## config.mk

```make
export PLATFORM = sky130hd
export DESIGN_NAME = mem_responder
export DESIGN_NICKNAME = d
export VERILOG_FILES = /design/src/rtl/ssm_mem_pkg.sv /design/src/rtl/mem_array.sv /design/src/rtl/mem_responder.sv
export SDC_FILE = /design/constraint.sdc
export NUM_CORES = 2
export LEC_CHECK = 0
export ABC_CLOCK_PERIOD_IN_PS = 5400
export CORE_ASPECT_RATIO = 0.6
export CORE_MARGIN = 1
export CORE_UTILIZATION = 35
export CTS_BUF_LIST = sky130_fd_sc_hd__clkbuf_2
export CTS_CLUSTER_SIZE = 8
export DETAILED_ROUTE_END_ITERATION = 7
export HOLD_SLACK_MARGIN = 0.1
export PLACE_DENSITY_LB_ADDON = 0.08
export SLEW_MARGIN = 30
export SYNTH_ARGS = -nofsm -noshare
export SYNTH_HDL_FRONTEND = slang
export SYNTH_HIERARCHICAL = 1
export SYNTH_SLANG_ARGS = --single-unit
```

## constraint.sdc

```tcl
create_clock -name MEM_clock -period 5.4 [get_ports MEM_clock]
set_input_delay 1.08 -clock MEM_clock [delete_from_list [all_inputs] [get_ports MEM_clock]]
set_output_delay 1.08 -clock MEM_clock [all_outputs]
set_load 0.005 [all_outputs]
```

## src/rtl/ssm_mem_pkg.sv

```systemverilog
// Shared definitions for the memory responder: FSM state encoding,
// default geometry/latency constants and the even-parity helper.
package ssm_mem_pkg;

  localparam int unsigned DEF_ADDR_W      = 8;
  localparam int unsigned DEF_DATA_W      = 16;
  localparam int unsigned DEF_WAIT_CYCLES = 2;

  // Wait counter is wide enough for the largest legal latency (15).
  localparam int unsigned CNT_W = 4;

  typedef enum logic [1:0] {
    ST_IDLE = 2'd0,
    ST_BUSY = 2'd1,
    ST_DONE = 2'd2
  } state_e;

  // Even parity: the returned bit makes the total count of ones even.
  // Callers zero-extend their word to 64 bits, which leaves the result unchanged.
  function automatic logic even_parity(input logic [63:0] data);
    return ^data;
  endfunction

endpackage

```

## src/rtl/mem_array.sv

```systemverilog
// Synchronous single-port word storage with a registered read port.
// Contents are never reset; only the read register is cleared by reset,
// so the read-data output starts at zero and holds between reads.
module mem_array #(
  parameter int ADDR_W = 8,
  parameter int WORD_W = 16
) (
  input  logic              clk_i,
  input  logic              rst_ni,
  input  logic              we_i,
  input  logic              re_i,
  input  logic [ADDR_W-1:0] addr_i,
  input  logic [WORD_W-1:0] wdata_i,
  output logic [WORD_W-1:0] rdata_o
);

  localparam int DEPTH = 2 ** ADDR_W;

  logic [WORD_W-1:0] mem_q [DEPTH];
  logic [WORD_W-1:0] rdata_q;

  // Storage write: no reset, so contents survive reset and start undefined.
  always_ff @(posedge clk_i) begin
    if (we_i) begin
      mem_q[addr_i] <= wdata_i;
    end
  end

  // Read register: loads only on a read strobe and otherwise holds its value.
  always_ff @(posedge clk_i or negedge rst_ni) begin
    if (!rst_ni) begin
      rdata_q <= '0;
    end else if (re_i) begin
      rdata_q <= mem_q[addr_i];
    end
  end

  assign rdata_o = rdata_q;

endmodule

```

## src/rtl/mem_responder.sv

```systemverilog
// Memory responder for the MAR/MDR side: accepts one request at a time,
// waits WAIT_CYCLES cycles in BUSY, performs the access, and pulses
// MEM_done for one DONE cycle.
// Optional build macro: MEM_PARITY_EN (adds one stored even-parity bit per word).
//
// Handshake: a request is accepted on a rising edge where MEM_ready=1 and
// MEM_req=1. MEM_ready is high only in IDLE. All request inputs are latched
// at acceptance and ignored until the FSM is back in IDLE; nothing is queued.
// MEM_done marks the single cycle in which MEM_dataout and MEM_parity_err
// describe the completed access.
module mem_responder
  import ssm_mem_pkg::*;
#(
  parameter int ADDR_W      = DEF_ADDR_W,
  parameter int DATA_W      = DEF_DATA_W,
  parameter int WAIT_CYCLES = DEF_WAIT_CYCLES
) (
  input  logic              MEM_clock,
  input  logic              MEM_reset_n,
  input  logic              MEM_req,
  input  logic              MEM_we,
  input  logic [ADDR_W-1:0] MEM_addr,
  input  logic [DATA_W-1:0] MEM_datain,
  output logic [DATA_W-1:0] MEM_dataout,
  output logic              MEM_ready,
  output logic              MEM_done,
  output logic              MEM_parity_err,
  output logic [1:0]        MEM_state_dbg
);

`ifdef MEM_PARITY_EN
  localparam int WORD_W = DATA_W + 1;
`else
  localparam int WORD_W = DATA_W;
`endif

  localparam logic [CNT_W-1:0] LAST_CNT = CNT_W'(WAIT_CYCLES - 1);

  state_e            state_q, state_d;
  logic [CNT_W-1:0]  cnt_q, cnt_d;
  logic              we_q, we_d;
  logic [ADDR_W-1:0] addr_q, addr_d;
  logic [DATA_W-1:0] data_q, data_d;

  logic              last_busy;
  logic              arr_we;
  logic              arr_re;
  logic [WORD_W-1:0] arr_wdata;
  logic [WORD_W-1:0] arr_rdata;
  logic              rd_parity_bad;

  // The access happens on the edge that ends the final BUSY cycle.
  assign last_busy = (state_q == ST_BUSY) && (cnt_q == LAST_CNT);
  assign arr_we    = last_busy && we_q;
  assign arr_re    = last_busy && !we_q;

`ifdef MEM_PARITY_EN
  assign arr_wdata     = {even_parity(64'(data_q)), data_q};
  assign rd_parity_bad = even_parity(64'(arr_rdata[DATA_W-1:0])) != arr_rdata[DATA_W];
`else
  assign arr_wdata     = data_q;
  assign rd_parity_bad = 1'b0;
`endif

  // State register plus latched request fields and the wait counter.
  always_ff @(posedge MEM_clock or negedge MEM_reset_n) begin
    if (!MEM_reset_n) begin
      state_q <= ST_IDLE;
      cnt_q   <= '0;
      we_q    <= 1'b0;
      addr_q  <= '0;
      data_q  <= '0;
    end else begin
      state_q <= state_d;
      cnt_q   <= cnt_d;
      we_q    <= we_d;
      addr_q  <= addr_d;
      data_q  <= data_d;
    end
  end

  // Next-state logic: latch on acceptance, count BUSY cycles, single DONE.
  always_comb begin
    state_d = state_q;
    cnt_d   = cnt_q;
    we_d    = we_q;
    addr_d  = addr_q;
    data_d  = data_q;
    unique case (state_q)
      ST_IDLE: begin
        if (MEM_req) begin
          state_d = ST_BUSY;
          cnt_d   = '0;
          we_d    = MEM_we;
          addr_d  = MEM_addr;
          data_d  = MEM_datain;
        end
      end
      ST_BUSY: begin
        if (last_busy) begin
          state_d = ST_DONE;
        end else begin
          cnt_d = cnt_q + 1'b1;
        end
      end
      ST_DONE: begin
        state_d = ST_IDLE;
      end
      default: begin
        state_d = ST_IDLE;
      end
    endcase
  end

  // Outputs decoded from the current state only.
  always_comb begin
    MEM_ready      = 1'b0;
    MEM_done       = 1'b0;
    MEM_parity_err = 1'b0;
    unique case (state_q)
      ST_IDLE: MEM_ready = 1'b1;
      ST_DONE: begin
        MEM_done       = 1'b1;
        MEM_parity_err = !we_q && rd_parity_bad;
      end
      default: ;
    endcase
  end

  assign MEM_dataout   = arr_rdata[DATA_W-1:0];
  assign MEM_state_dbg = state_q;

  mem_array #(
    .ADDR_W (ADDR_W),
    .WORD_W (WORD_W)
  ) u_array (
    .clk_i   (MEM_clock),
    .rst_ni  (MEM_reset_n),
    .we_i    (arr_we),
    .re_i    (arr_re),
    .addr_i  (addr_q),
    .wdata_i (arr_wdata),
    .rdata_o (arr_rdata)
  );

endmodule

```

== Word-level counts from Yosys, hierarchy flattened ==
Memory sizes are Yosys's and may differ from the RTL's. A register that Yosys moved wholly into a read port is not among the register bits.
Index checks and enable logic that the tools add are counted.
Storage, ports and cells
  input bits: 28
  output and inout bits: 21
  RAM bits: 4096
  flip-flop bits (word level): 31
  memories: 1
  logic and storage cells: 33
Operators by class
  multiplexer cells: 10
  $add $sub $neg: 1
  equal/unequal tests: 6
  reductions and logical operators: 10
Memory list
  u_array.mem_q: depth 256, bits a word 16, rd ports 1, clocked after Yosys merged registers in 1, write ports 1, line mem_array.sv:19  | logic [WORD_W-1:0] mem_q [DEPTH];
Operator list (number)
  $mux W4: 2
  $pmux W4 S2: 1
  $ne A2 B2 Y1 const B: 3
  $add A4 B1 Y4 const B: 1
  $eq A4 B1 Y1 const B: 1
  $mux W1: 4
  $mux W2: 2
  $pmux W2 S2: 1
  $reduce_and A2 Y1: 2
  $logic_and A1 B1 Y1: 3
  $reduce_and A3 Y1: 1
  $eq A2 B1 Y1 const B: 1
  $eq A2 B2 Y1 const B: 1
  $logic_not A1 Y1: 2
  $logic_not A2 Y1: 1
  $reduce_bool A2 Y1: 1

== Logic depth before layout (Yosys ltp) ==
  depth in word-level cells: 5
  mapped depth: 12
  depth with buffers taken out: 8

== Cells and area by module ==
Netlist, hierarchy kept.
Modules (own cells, without submodules)
  mem_array: sequential area each 123398.3 um^2, times used 1, area an instance 157900.2 um^2, cells each 7003
  mem_responder: sequential area each 775.7 um^2, times used 1, area an instance 1396.3 um^2, cells each 95

== Worst setup path after synthesis ==
No wires, ideal clock.
  path type: flip-flop to flip-flop
  start point: register data_q[0] (netlist: arr_wdata[0])
  end point: memory u_array.mem_q[0][0], data pin
  stages on the path, launching flop included: 1
  period minus slack after synthesis: 3987 ps
  arrival time: 3183 ps
  path buffers: 0
  required time: 4596 ps
  setup slack: 1413 ps
  library setup time: 804 ps
  cells stage by stage: dfrtp_1
RTL lines
  start, declared: line mem_responder.sv:43  | logic [DATA_W-1:0] data_q, data_d;
  start signal, assigned: line mem_responder.sv:78  | data_q <= data_d;
  end, declared: line mem_array.sv:19
No word-level cell before the write port.

==> flow_summary.ini <==
[run_status]
status = finished clean

[drt]
drt_first_iter_violations = 10299
vias = 83345
drt-total-wl_um = 527000
vias_per_cell = 5.48
drc = 0
ant_nets = 0
dr.pass1.iters = 5
drt-wirelength-per-cell_um = 34.7

[setup_path]
worstPathArrival_ns = 6.59
crit_family = compound AO/OA/AOI/OAI gates
crit_buf_inv = 2
r2r_start = addr_q[0]
critPathLaunchType = flop
cp_slowest_cell = dfrtp_4
end_kind = flop
critical_path.max_fanout = 37
crit_path_start = addr_q[0]
cpMostUsedCell = buf_12
endpoint = u_array/rdata_o[10]
cp.depth = 8
worst-setup-path-type = reg2reg
cp_cell_sequence = buf_12, buf_12, mux4_2, a22oi_1, a21oi_1, nor4_1, a41oi_1, or3_1
worstPathRequired_ns = 7.33
r2r_cells = 8
crit_path_max_incr_delay_ns = 0.91
r2r_end = u_array/rdata_o[10]
rrSetupSlack_ns = 0.74

[clocking]
ctsHoldBuffers = 73
cts.sinks = 4143
cts_resized = 0
cts_tree = built
clkLatencyLatePin_ns = 2.17
post-cts-setup-buffers = 0
clk_pin_slew_ns = 0.12
cts_buffer_depth = 4
clockRootBuffer = clkbuf_2
numCtsBuffers = 942
htree_levels = 6

[synth]
synth-xor-area-share_pct = 0
synthAdderAreaFrac_pct = 0.0157
synthesis.area_mm2 = 0.159
muxShareOfSynthArea_pct = 16.4
synth_ff_type = edfxtp_1
synthArstFlopShare_pct = 1.13
synth_top_cell_by_area = edfxtp_1
ys_top_cells_by_area = edfxtp_1, mux4_2, mux2i_1, dfrtp_1, nor2_1
synth_top_family_by_area = multiplexers
synth.most_common_cell = edfxtp_1
syn_avg_cell_area_um2 = 22.4
yosysWarnings = 6
synth_compound_area_share_pct = 2.32
syn_inst = 7098
yosysSeqAreaShare_pct = 78.0
synth_cell_types = 68
synth_common_cells = edfxtp_1, mux4_2, mux2i_1
post_synth_and_or_nand_nor_area_fraction_pct = 1.78
mappedNetlistNets = 7128
synth-edff-count = 4096
ys_seq_elements = 4143
yosys.area.top_type_share_pct = 77.2

[sta]
fin_worst_skew_ns = 0.232
hold-worst-slack_ns = 0.363
period_minus_slack_ns = 4.66
drv_slew = 0
max_freq_mhz = 215
layout_setup_ws_ns = 0.744
fin_setup_tns_ns = 0
timing.slew.headroom_pct = 27.6
setup_viol = 0
timing.final.crit_share_pct = 86.2
rsz0062_at_grt = no
hold_viol_final = 0
tightest_slew_ns = 1.09

[die]
die_area_mm2 = 0.458
rows = 191
start_util_pct = 35.2
die_y_um = 525
core_area_mm2 = 0.452
ioPinCount = 49
die_w_um = 873

[placement]
dpl.hpwl_um = 328000
portBuffers = 47
place_ws_ns = 0.858
routabilityCongestion = 0.833

[global_routing]
grt_usage_pct = 22.6
grt_pass1_vias = 83246
grtUsageMet1_pct = 35.8
grt_pass1_wl_um = 714000
grt_use_met3_pct = 5.70
use_met2_pct = 30.9
grt.overflow.total = 0
grt.busiest_layer = met1
antenna_found_initial = 53
grt_max_degree = 153

[job]
maxCapViolCount = 0

[power_and_ir_drop]
power_leakage_nw = 57.8
peakVddDrop_v = 0.000631
power.density_mw_per_mm2 = 537

[finish]
syn_to_final_growth_pct = 13.5
layout-drive-gt1-share_pct = 37.5
finalNetCount = 8390

[hold_path]
hold_path_class = in2reg
## through the flow
step / instances / total power (W) / cell area, um2 / util [%]
2_1_floorplan: 7098 / 0.0609 / 159000 / -
3_3_place_gp: 13417 / 0.0770 / 171000 / 37.9
3_5_place_dp: 13418 / 0.0774 / 171000 / 37.9
4_1_cts: 15161 / 0.0980 / 181000 / 39.9
5_1_grt: 15169 / 0.101 / 181000 / 40.0
6_report: 15197 / 0.0971 / 181000 / 40.0
## kinds of logic after synthesis
| family | Yosys count |
|---|---|
| other | 1 |
| adders and majority gates | 2 |
| buffers and inverters | 419 |
| muxes | 1367 |
| AOI/OAI and AO/OA | 534 |
| DFF | 4143 |
| and+or+nand+nor | 632 |
## worst min path at each step
stage	end	cells after the start	start	slack (ns)
after floorplan	addr_q[1]	1	addr_q[1]	0.48
after global placement	cnt_q[2]	2	cnt_q[2]	0.56
after detailed placement	cnt_q[3]	2	cnt_q[3]	0.57
after CTS	addr_q[0]	3	MEM_addr[0]	0.11
after global routing	addr_q[2]	3	MEM_addr[2]	0.23
final	addr_q[2]	3	MEM_addr[2]	0.36
## power by group
group	switching, W	total (W)	internal (W)
Clock	0.0127	0.0204	0.00765
Sequential	0.00160	0.0420	0.0404
Combinational	0.0230	0.0347	0.0117
## layout make-up
type / instances / area (um2)
antenna: 32 / 80.1
fill: 40982 / 271000
clock buffer: 1401 / 7010
multi-input combinational: 2536 / 33600
inverter: 8 / 42.5
clock inverter: 269 / 1490
sequential: 4143 / 124000
timing repair buffer: 729 / 6670
tap: 6079 / 7610
## routing by layer
metal | part of all wire [%] | vias to the layer above
met5 | 0.0082 | -
met4 | 2.2 | 8
met3 | 9.0 | 703
met2 | 41 | 3895
met1 | 48 | 45443
li1 | - | 33296
## flip-flops by register name (all words and copies together) (netlist names)
signal / cells
arr_wdata: 16
cnt_q: 4
u_array/mem_q: 4096
we_q: 1
u_array/rdata_o: 16
MEM_state_dbg: 2
addr_q: 8
## worst min-delay path: cells and delay by family
family / cells / cell delay [ns]
muxes: 1 / 0.26
buffers and inverters: 2 / 1.15
## layout by cell type, fill, tap and decap left out, types with 24 or more instances in the layout
cell type,count
dlygate4sd3_1,72
o22a_1,29
nand2_1,134
nor2_2,163
nor2_1,92
clkdlybuf4s50_1,46
a21oi_1,62
clkinv_1,210
o21ai_0,46
nand3_1,42
mux2_2,47
o22ai_1,126
nor3_1,28
a22oi_1,77
mux2i_1,307
buf_4,540
dfrtp_1,24
buf_12,69
diode_2,32
edfxtp_1,4096
o221ai_1,32
mux4_2,984
a32oi_1,36
nor3_2,35
clkbuf_2,1401
No activity file was read; power rests on OpenSTA's default activity.
